File: config.mk
export PLATFORM = sky130hd
export DESIGN_NAME = mem_port_arbiter_flat
export DESIGN_NICKNAME = d
export VERILOG_FILES = /design/src/rtl/mem_port_arbiter_pkg.sv /design/src/rtl/mem_port_arbiter_if.sv /design/src/rtl/mem_port_arbiter_req_hold.sv /design/src/rtl/mem_port_arbiter.sv /design/src/flat_wrapper.sv
export SDC_FILE = /design/constraint.sdc
export NUM_CORES = 1
export LEC_CHECK = 0
export ABC_AREA = 0
export BUFFER_PORTS_ARGS = -buffer_cell sky130_fd_sc_hd__buf_2
export CAP_MARGIN = 20
export CELL_PAD_IN_SITES_DETAIL_PLACEMENT = 0
export CELL_PAD_IN_SITES_GLOBAL_PLACEMENT = 2
export CORE_AREA = 4 4 195 197
export CTS_CLUSTER_DIAMETER = 120
export DETAILED_ROUTE_END_ITERATION = 7
export DIE_AREA = 0 0 199 201
export PLACE_DENSITY_LB_ADDON = 0.25
export SLEW_MARGIN = 15
export SYNTH_ARGS = -nofsm -noshare
export SYNTH_HDL_FRONTEND = slang
export SYNTH_SLANG_ARGS = --single-unit
File: constraint.sdc
create_clock -name clk -period 5.2 [get_ports clk]
set_input_delay 0.26 -clock clk [delete_from_list [all_inputs] [get_ports clk]]
set_output_delay 0.26 -clock clk [all_outputs]
set_load 0.005 [all_outputs]
File: src/rtl/mem_port_arbiter_pkg.sv
// Shared types for the fetch/MEM memory-port arbiter: bus request/response structs,
// size encodings and the arbiter state enum.
package mem_port_arbiter_pkg;

    localparam int ADDR_W = 64;
    localparam int DATA_W = 64;
    localparam int INSN_W = 32;
    localparam int STRB_W = DATA_W / 8;

    typedef logic [2:0] msize_t;

    localparam msize_t MSIZE1 = 3'd0;
    localparam msize_t MSIZE2 = 3'd1;
    localparam msize_t MSIZE4 = 3'd2;
    localparam msize_t MSIZE8 = 3'd3;

    typedef enum logic [1:0] {
        IDLE    = 2'd0,
        GRANT_I = 2'd1,
        GRANT_D = 2'd2
    } arb_state_t;

    typedef struct packed {
        logic              valid;
        logic [ADDR_W-1:0] addr;
    } ibus_req_t;

    typedef struct packed {
        logic              addr_ok;
        logic              data_ok;
        logic [INSN_W-1:0] data;
    } ibus_resp_t;

    typedef struct packed {
        logic              valid;
        logic [ADDR_W-1:0] addr;
        msize_t            size;
        logic [STRB_W-1:0] strobe;
        logic [DATA_W-1:0] data;
    } dbus_req_t;

    typedef struct packed {
        logic              addr_ok;
        logic              data_ok;
        logic [DATA_W-1:0] data;
    } dbus_resp_t;

    typedef struct packed {
        logic              valid;
        logic              is_write;
        logic [ADDR_W-1:0] addr;
        msize_t            size;
        logic [STRB_W-1:0] strobe;
        logic [DATA_W-1:0] data;
    } mbus_req_t;

    typedef struct packed {
        logic              ready;
        logic [DATA_W-1:0] data;
    } mbus_resp_t;

    // Instructions are 32-bit aligned inside the 64-bit memory word.
    function automatic logic [INSN_W-1:0] insn_select(input logic sel_hi,
                                                      input logic [DATA_W-1:0] word);
        return sel_hi ? word[DATA_W-1:INSN_W] : word[INSN_W-1:0];
    endfunction

endpackage

File: src/rtl/mem_port_arbiter_if.sv
// Bundle of the fetch, MEM and downstream memory buses around the arbiter.
// master = arbiter side, slave = requesters plus memory.
interface mem_port_arbiter_if;
    import mem_port_arbiter_pkg::*;

    ibus_req_t  ireq;
    ibus_resp_t iresp;
    dbus_req_t  dreq;
    dbus_resp_t dresp;
    mbus_req_t  mreq;
    mbus_resp_t mresp;

    modport master (
        input  ireq,
        input  dreq,
        input  mresp,
        output iresp,
        output dresp,
        output mreq
    );

    modport slave (
        output ireq,
        output dreq,
        output mresp,
        input  iresp,
        input  dresp,
        input  mreq
    );

endinterface

File: src/rtl/mem_port_arbiter_req_hold.sv
// Holds the granted downstream request stable for the whole transaction,
// independent of what the requester does after the grant.
module mem_port_arbiter_req_hold
    import mem_port_arbiter_pkg::*;
(
    input  logic      clk,
    input  logic      reset,
    input  logic      load,
    input  mbus_req_t req_in,
    output mbus_req_t req_out
);

    mbus_req_t hold_d;
    mbus_req_t hold_q;

    always_comb begin
        hold_d = hold_q;
        if (load) begin
            hold_d = req_in;
        end
    end

    always_ff @(posedge clk or negedge reset) begin
        if (!reset) begin
            hold_q <= '0;
        end else begin
            hold_q <= hold_d;
        end
    end

    assign req_out = hold_q;

endmodule

File: src/rtl/mem_port_arbiter.sv
// Shares one single-beat memory port between fetch (ibus) and MEM (dbus); dbus has
// priority, but a streak limit guarantees fetch a grant after MAX_D_STREAK dbus wins.
//
//  state   | meaning
//  IDLE    | no transaction; arbitrate on the current requests
//  GRANT_I | fetch request held downstream until ready
//  GRANT_D | MEM request held downstream until ready
module mem_port_arbiter
    import mem_port_arbiter_pkg::*;
#(
    parameter int MAX_D_STREAK = 4
) (
    input  logic                clk,
    input  logic                reset,
    mem_port_arbiter_if.master  bus
);

    localparam logic [1:0] ST_IDLE    = IDLE;
    localparam logic [1:0] ST_GRANT_I = GRANT_I;
    localparam logic [1:0] ST_GRANT_D = GRANT_D;

    localparam int                  STREAK_W   = $clog2(MAX_D_STREAK + 1);
    localparam logic [STREAK_W-1:0] STREAK_MAX = STREAK_W'(MAX_D_STREAK);

    logic [1:0]          state_d;
    logic [1:0]          state_q;
    logic [STREAK_W-1:0] streak_d;
    logic [STREAK_W-1:0] streak_q;

    logic      d_wins;
    logic      hold_load;
    mbus_req_t hold_in;
    mbus_req_t hold_req;
    logic      granted;

    // Fetch only overrides the MEM stage once it has been passed over MAX_D_STREAK times.
    always_comb begin
        d_wins = bus.dreq.valid && !(bus.ireq.valid && (streak_q == STREAK_MAX));
    end

    always_comb begin
        state_d   = state_q;
        streak_d  = streak_q;
        hold_load = 1'b0;
        hold_in   = '0;
        case (state_q)
            ST_IDLE: begin
                if (d_wins) begin
                    state_d          = ST_GRANT_D;
                    hold_load        = 1'b1;
                    hold_in.valid    = 1'b1;
                    hold_in.is_write = |bus.dreq.strobe;
                    hold_in.addr     = bus.dreq.addr;
                    hold_in.size     = bus.dreq.size;
                    hold_in.strobe   = bus.dreq.strobe;
                    hold_in.data     = bus.dreq.data;
                    if (bus.ireq.valid) begin
                        streak_d = (streak_q == STREAK_MAX) ? STREAK_MAX : streak_q + 1'b1;
                    end else begin
                        streak_d = '0;
                    end
                end else if (bus.ireq.valid) begin
                    state_d       = ST_GRANT_I;
                    hold_load     = 1'b1;
                    hold_in.valid = 1'b1;
                    hold_in.addr  = bus.ireq.addr;
                    hold_in.size  = MSIZE4;
                    streak_d      = '0;
                end
            end
            ST_GRANT_I, ST_GRANT_D: begin
                if (bus.mresp.ready) begin
                    state_d = ST_IDLE;
                end
            end
            default: begin
                state_d = ST_IDLE;
            end
        endcase
    end

    always_ff @(posedge clk or negedge reset) begin
        if (!reset) begin
            state_q  <= ST_IDLE;
            streak_q <= '0;
        end else begin
            state_q  <= state_d;
            streak_q <= streak_d;
        end
    end

    mem_port_arbiter_req_hold u_req_hold (
        .clk     (clk),
        .reset   (reset),
        .load    (hold_load),
        .req_in  (hold_in),
        .req_out (hold_req)
    );

    always_comb begin
        granted = (state_q != ST_IDLE);
    end

    // valid follows the state directly so an async reset drops it at once.
    always_comb begin
        bus.mreq       = hold_req;
        bus.mreq.valid = hold_req.valid && granted;
    end

    always_comb begin
        bus.iresp = '0;
        bus.dresp = '0;
        if ((state_q == ST_GRANT_I) && bus.mresp.ready) begin
            bus.iresp.addr_ok = 1'b1;
            bus.iresp.data_ok = 1'b1;
            bus.iresp.data    = insn_select(hold_req.addr[2], bus.mresp.data);
        end
        if ((state_q == ST_GRANT_D) && bus.mresp.ready) begin
            bus.dresp.addr_ok = 1'b1;
            bus.dresp.data_ok = 1'b1;
            bus.dresp.data    = bus.mresp.data;
        end
    end

endmodule

File: src/flat_wrapper.sv
// flat-port wrapper written by rule: the top's interface ports become plain ports
module mem_port_arbiter_flat import mem_port_arbiter_pkg::*;
#(
    parameter int MAX_D_STREAK = 4
)
  (clk, reset, bus_ireq, bus_dreq, bus_mresp, bus_iresp, bus_dresp, bus_mreq);
  mem_port_arbiter_if bus_i ();
  input  logic clk;
  input  logic reset;
  input wire logic [$bits(bus_i.ireq)-1:0] bus_ireq;
  input wire logic [$bits(bus_i.dreq)-1:0] bus_dreq;
  input wire logic [$bits(bus_i.mresp)-1:0] bus_mresp;
  output wire logic [$bits(bus_i.iresp)-1:0] bus_iresp;
  output wire logic [$bits(bus_i.dresp)-1:0] bus_dresp;
  output wire logic [$bits(bus_i.mreq)-1:0] bus_mreq;
  assign bus_i.ireq = bus_ireq;
  assign bus_i.dreq = bus_dreq;
  assign bus_i.mresp = bus_mresp;
  assign bus_iresp = bus_i.iresp;
  assign bus_dresp = bus_i.dresp;
  assign bus_mreq = bus_i.mreq;
  mem_port_arbiter #(.MAX_D_STREAK(MAX_D_STREAK)) u_core (.clk(clk), .reset(reset), .bus(bus_i));
endmodule
==> impl_metrics.csv <==
group,metric,value,unit
global_route,grtUsageTotal,15.05,%
timing,worst_slew_pin_slew,1017,ps
timing,slew_headroom,32.20,%
logic_synthesis,syn_inst,719,
timing,finalCritPeriodShare,53.41,%
clocking,root_buffer,"clkbuf_16",
worst_setup_path,required,5550,ps
floorplan,die_area,0.04000,mm²
place,hpwl,24070,µm
detailed_routing,vias,6778,
clocking,clock_sinks,146,
global_route,grt-ovfl-total,0,
global_route,grt_max_degree,82,
worst_setup_path,cp_slowest_cell,"a31oi_4",
worst_setup_path,cp_cell_sequence,"inv_1 -> ha_1 -> nand2_1 -> a31oi_4 -> buf_4 -> a221o_1",
floorplan,rows,70,
worst_setup_path,worstPathMaxFanout,48,
worst_setup_path,worst-setup-path-type,"flop to flop",
timing,tns,0,ps
power_and_ir_drop,p_leak,5.788,nW
clocking,clkTransAtPathRegs,70,ps
timing,setup_violations,0,
status,outcome,"finished clean",
clocking,cts_buffers,17,
worst_setup_path,worst_ep_arrival_time,3130,ps
clocking,cts_tree,"built",
finish,final_cell_mix,"511 x buf_2, 145 x dfrtp_1, 75 x a22o_1",
worst_setup_path,endpoint_kind,"flop",
finish,area_growth_syn_to_layout,32.04,%
detailed_routing,final_antenna_net_count,0,
global_route,grt_pass1_vias,7128,
logic_synthesis,synth_fp_nets,996,
finish,instances_no_fill,1545,
floorplan,ios,513,
global_route,grt_pass1_wl,46010,µm
timing,rsz0062_at_grt,"false",
timing,finalHoldViolCount,0,
floorplan,die_w,199,µm
logic_synthesis,ys_seq_area_share,46.56,%
finish,nets,1337,
power_and_ir_drop,power.density,553.4,mW/mm²
detailed_routing,drt-wirelength-per-cell,20.68,µm
worst_setup_path,r2r_slack,2420,ps
run,max_cap_viol_count,0,
timing,clock_skew,12.94,ps
clocking,post_cts_buffers,0,
worst_hold_path,min_path_type,"input pin to flop",
detailed_routing,totalWireLength,31950,µm
detailed_routing,drt_iter0_drc,360,
worst_setup_path,cp-start-kind,"flop",
detailed_routing,drc,0,
power_and_ir_drop,ir_drop,194.2,µV
logic_synthesis,yosys_register_bits,146,
detailed_routing,first_pass_iters,4,
logic_synthesis,synth.distinct_cells,28,
clocking,h-tree-depth,4,
floorplan,start_util,21.64,%
place,routabilityCongestion,0.8095,
global_route,antenna_found_initial,9,
floorplan,coreArea,0.03626,mm²
worst_setup_path,worst-path-buf-inv,2,
finish,final_common_cell,"buf_2",
clocking,clk_latency,420,ps
timing,slew_violations,0,
clocking,clk_path_buf_depth,2,
timing,min_period,2777,ps
logic_synthesis,synth_area_per_cell,10.91,µm²
worst_setup_path,max_stage_delay,750,ps
logic_synthesis,syn_area,0.007846,mm²
finish,drive_gt1_share,52.10,%
timing,max_freq,0.3601,GHz
floorplan,die_h,201,µm
place,io_buffer_count,512,
logic_synthesis,ys_warn_count,0,
detailed_routing,vias_per_cell,4.387,
worst_setup_path,critPathTopFamily,"compound AO/OA/AOI/OAI gates",
place,dp_cells,1508,
-- worst paths after layout --
| kind | startpoint | to | cells past startpoint |
|---|---|---|---|
| worst max register to register | u_core.state_q[0]$_DFFE_PN0P_ | u_core.u_req_hold.req_out[138]$_DFFE_PN0P_ | 6 |
| max in group asynchronous | reset | u_core.u_req_hold.req_out[93]$_DFFE_PN0P_ | 3 |
| worst min register to register | u_core.u_req_hold.req_out[140]$_DFFE_PN0P_ | u_core.u_req_hold.req_out[140]$_DFFE_PN0P_ | 1 |
| worst min-delay path | bus_dreq[57] | u_core.u_req_hold.req_out[57]$_DFFE_PN0P_ | 2 |
| worst max-delay path | u_core.state_q[0]$_DFFE_PN0P_ | u_core.u_req_hold.req_out[138]$_DFFE_PN0P_ | 6 |
| min in group asynchronous | reset | u_core.u_req_hold.req_out[37]$_DFFE_PN0P_ | 2 |
-- stage by stage --
step	util [%]	hold WS [ps]	setup slack (ps)	power, W	area (µm²)
3_5_place_dp	26.84	320.6	2325	0.004501	9731
4_1_cts	28.54	19.97	2303	0.005848	10350
3_3_place_gp	26.83	326.0	2398	0.004517	9728
5_1_grt	28.56	26.83	2141	0.006151	10350
6_report	28.57	47.03	2423	0.005733	10360
2_1_floorplan	-	-35.59	3548	0.004041	7846
-- layout make-up --
| class | count | area, µm² |
|---|---|---|
| timing repair buffer | 523 | 2654 |
| multi-input combinational | 366 | 2824 |
| inverter | 6 | 22.52 |
| fill | 3907 | 25900 |
| antenna | 4 | 10.01 |
| sequential | 146 | 3655 |
| tap | 468 | 585.6 |
| clock buffer | 19 | 432.9 |
| clock inverter | 13 | 176.4 |
-- registers in the layout, summed over array words and instances (netlist names) --
signal                     cells
u_core.state_q                 2
u_core.streak_q                3
u_core.u_req_hold.req_out    141
-- worst reg2reg max path, delay by kind of cell (launching register included) --
family | cells | cell delay (ps)
AOI/OAI and AO/OA | 2 | 1050
adders and majority gates | 1 | 350
buffers and inverters | 2 | 740
DFF | 1 | 380
and+or+nand+nor | 1 | 200
-- where the power goes --
part	internal, W	switching, W	total, W
Clock	0.000767	0.000536	0.00130
Combinational	0.00120	0.00121	0.00241
Sequential	0.00169	0.000333	0.00202
-- cells in the mapped netlist (all sizes together) --
master | instances | area share (%)
buf | 177 | 16
dfrtp | 146 | 47
a22o | 75 | 8.4
and2 | 65 | 5.2
a221o | 64 | 8.2
and3 | 64 | 5.1
nor2 | 35 | 1.8
mux2i | 32 | 4.1
clkbuf | 24 | 1.1
inv | 6 | 0.29
nand2 | 6 | 0.29
ha | 5 | 0.80
a211oi | 2 | 0.19
a32o | 2 | 0.26
nand2b | 2 | 0.16
nor2b | 2 | 0.16
nor4 | 2 | 0.16
o21ai | 2 | 0.18
o22ai | 2 | 0.16
a211o | 1 | 0.11
a21boi | 1 | 0.14
a21oi | 1 | 0.064
a31oi | 1 | 0.27
mux2 | 1 | 0.14
o32ai | 1 | 0.11
-- cell families after synthesis --
kind of cell    count (synthesis)  share of synthesized area [%]
compound gates                152                          18.02
flops                         146                          46.56
fa+ha+maj                       5                         0.7973
buf+inv                       207                          17.57
simple gates                  176                          12.82
mux                            33                          4.226
-- repair_timing --
item / in CTS / in global routing
gates resized for setup: 0 / 0
setup endpoints to repair: 0 / 0
hold endpoints to repair: 65 / 0
hold buffers: 1 / 0
-- metal layers --
layer | share of wire, % | wire length [µm] | vias to the layer above | global-route usage (%)
met5 | 0.21 | 68 | - | 0
met4 | 1.9 | 618 | 10 | 3.835
met3 | 9.2 | 2947 | 39 | 5.740
met2 | 50 | 16070 | 341 | 26.77
met1 | 38 | 12240 | 3232 | 16.84
li1 | - | - | 3156 | -
(Power assumes the default switching activity.)
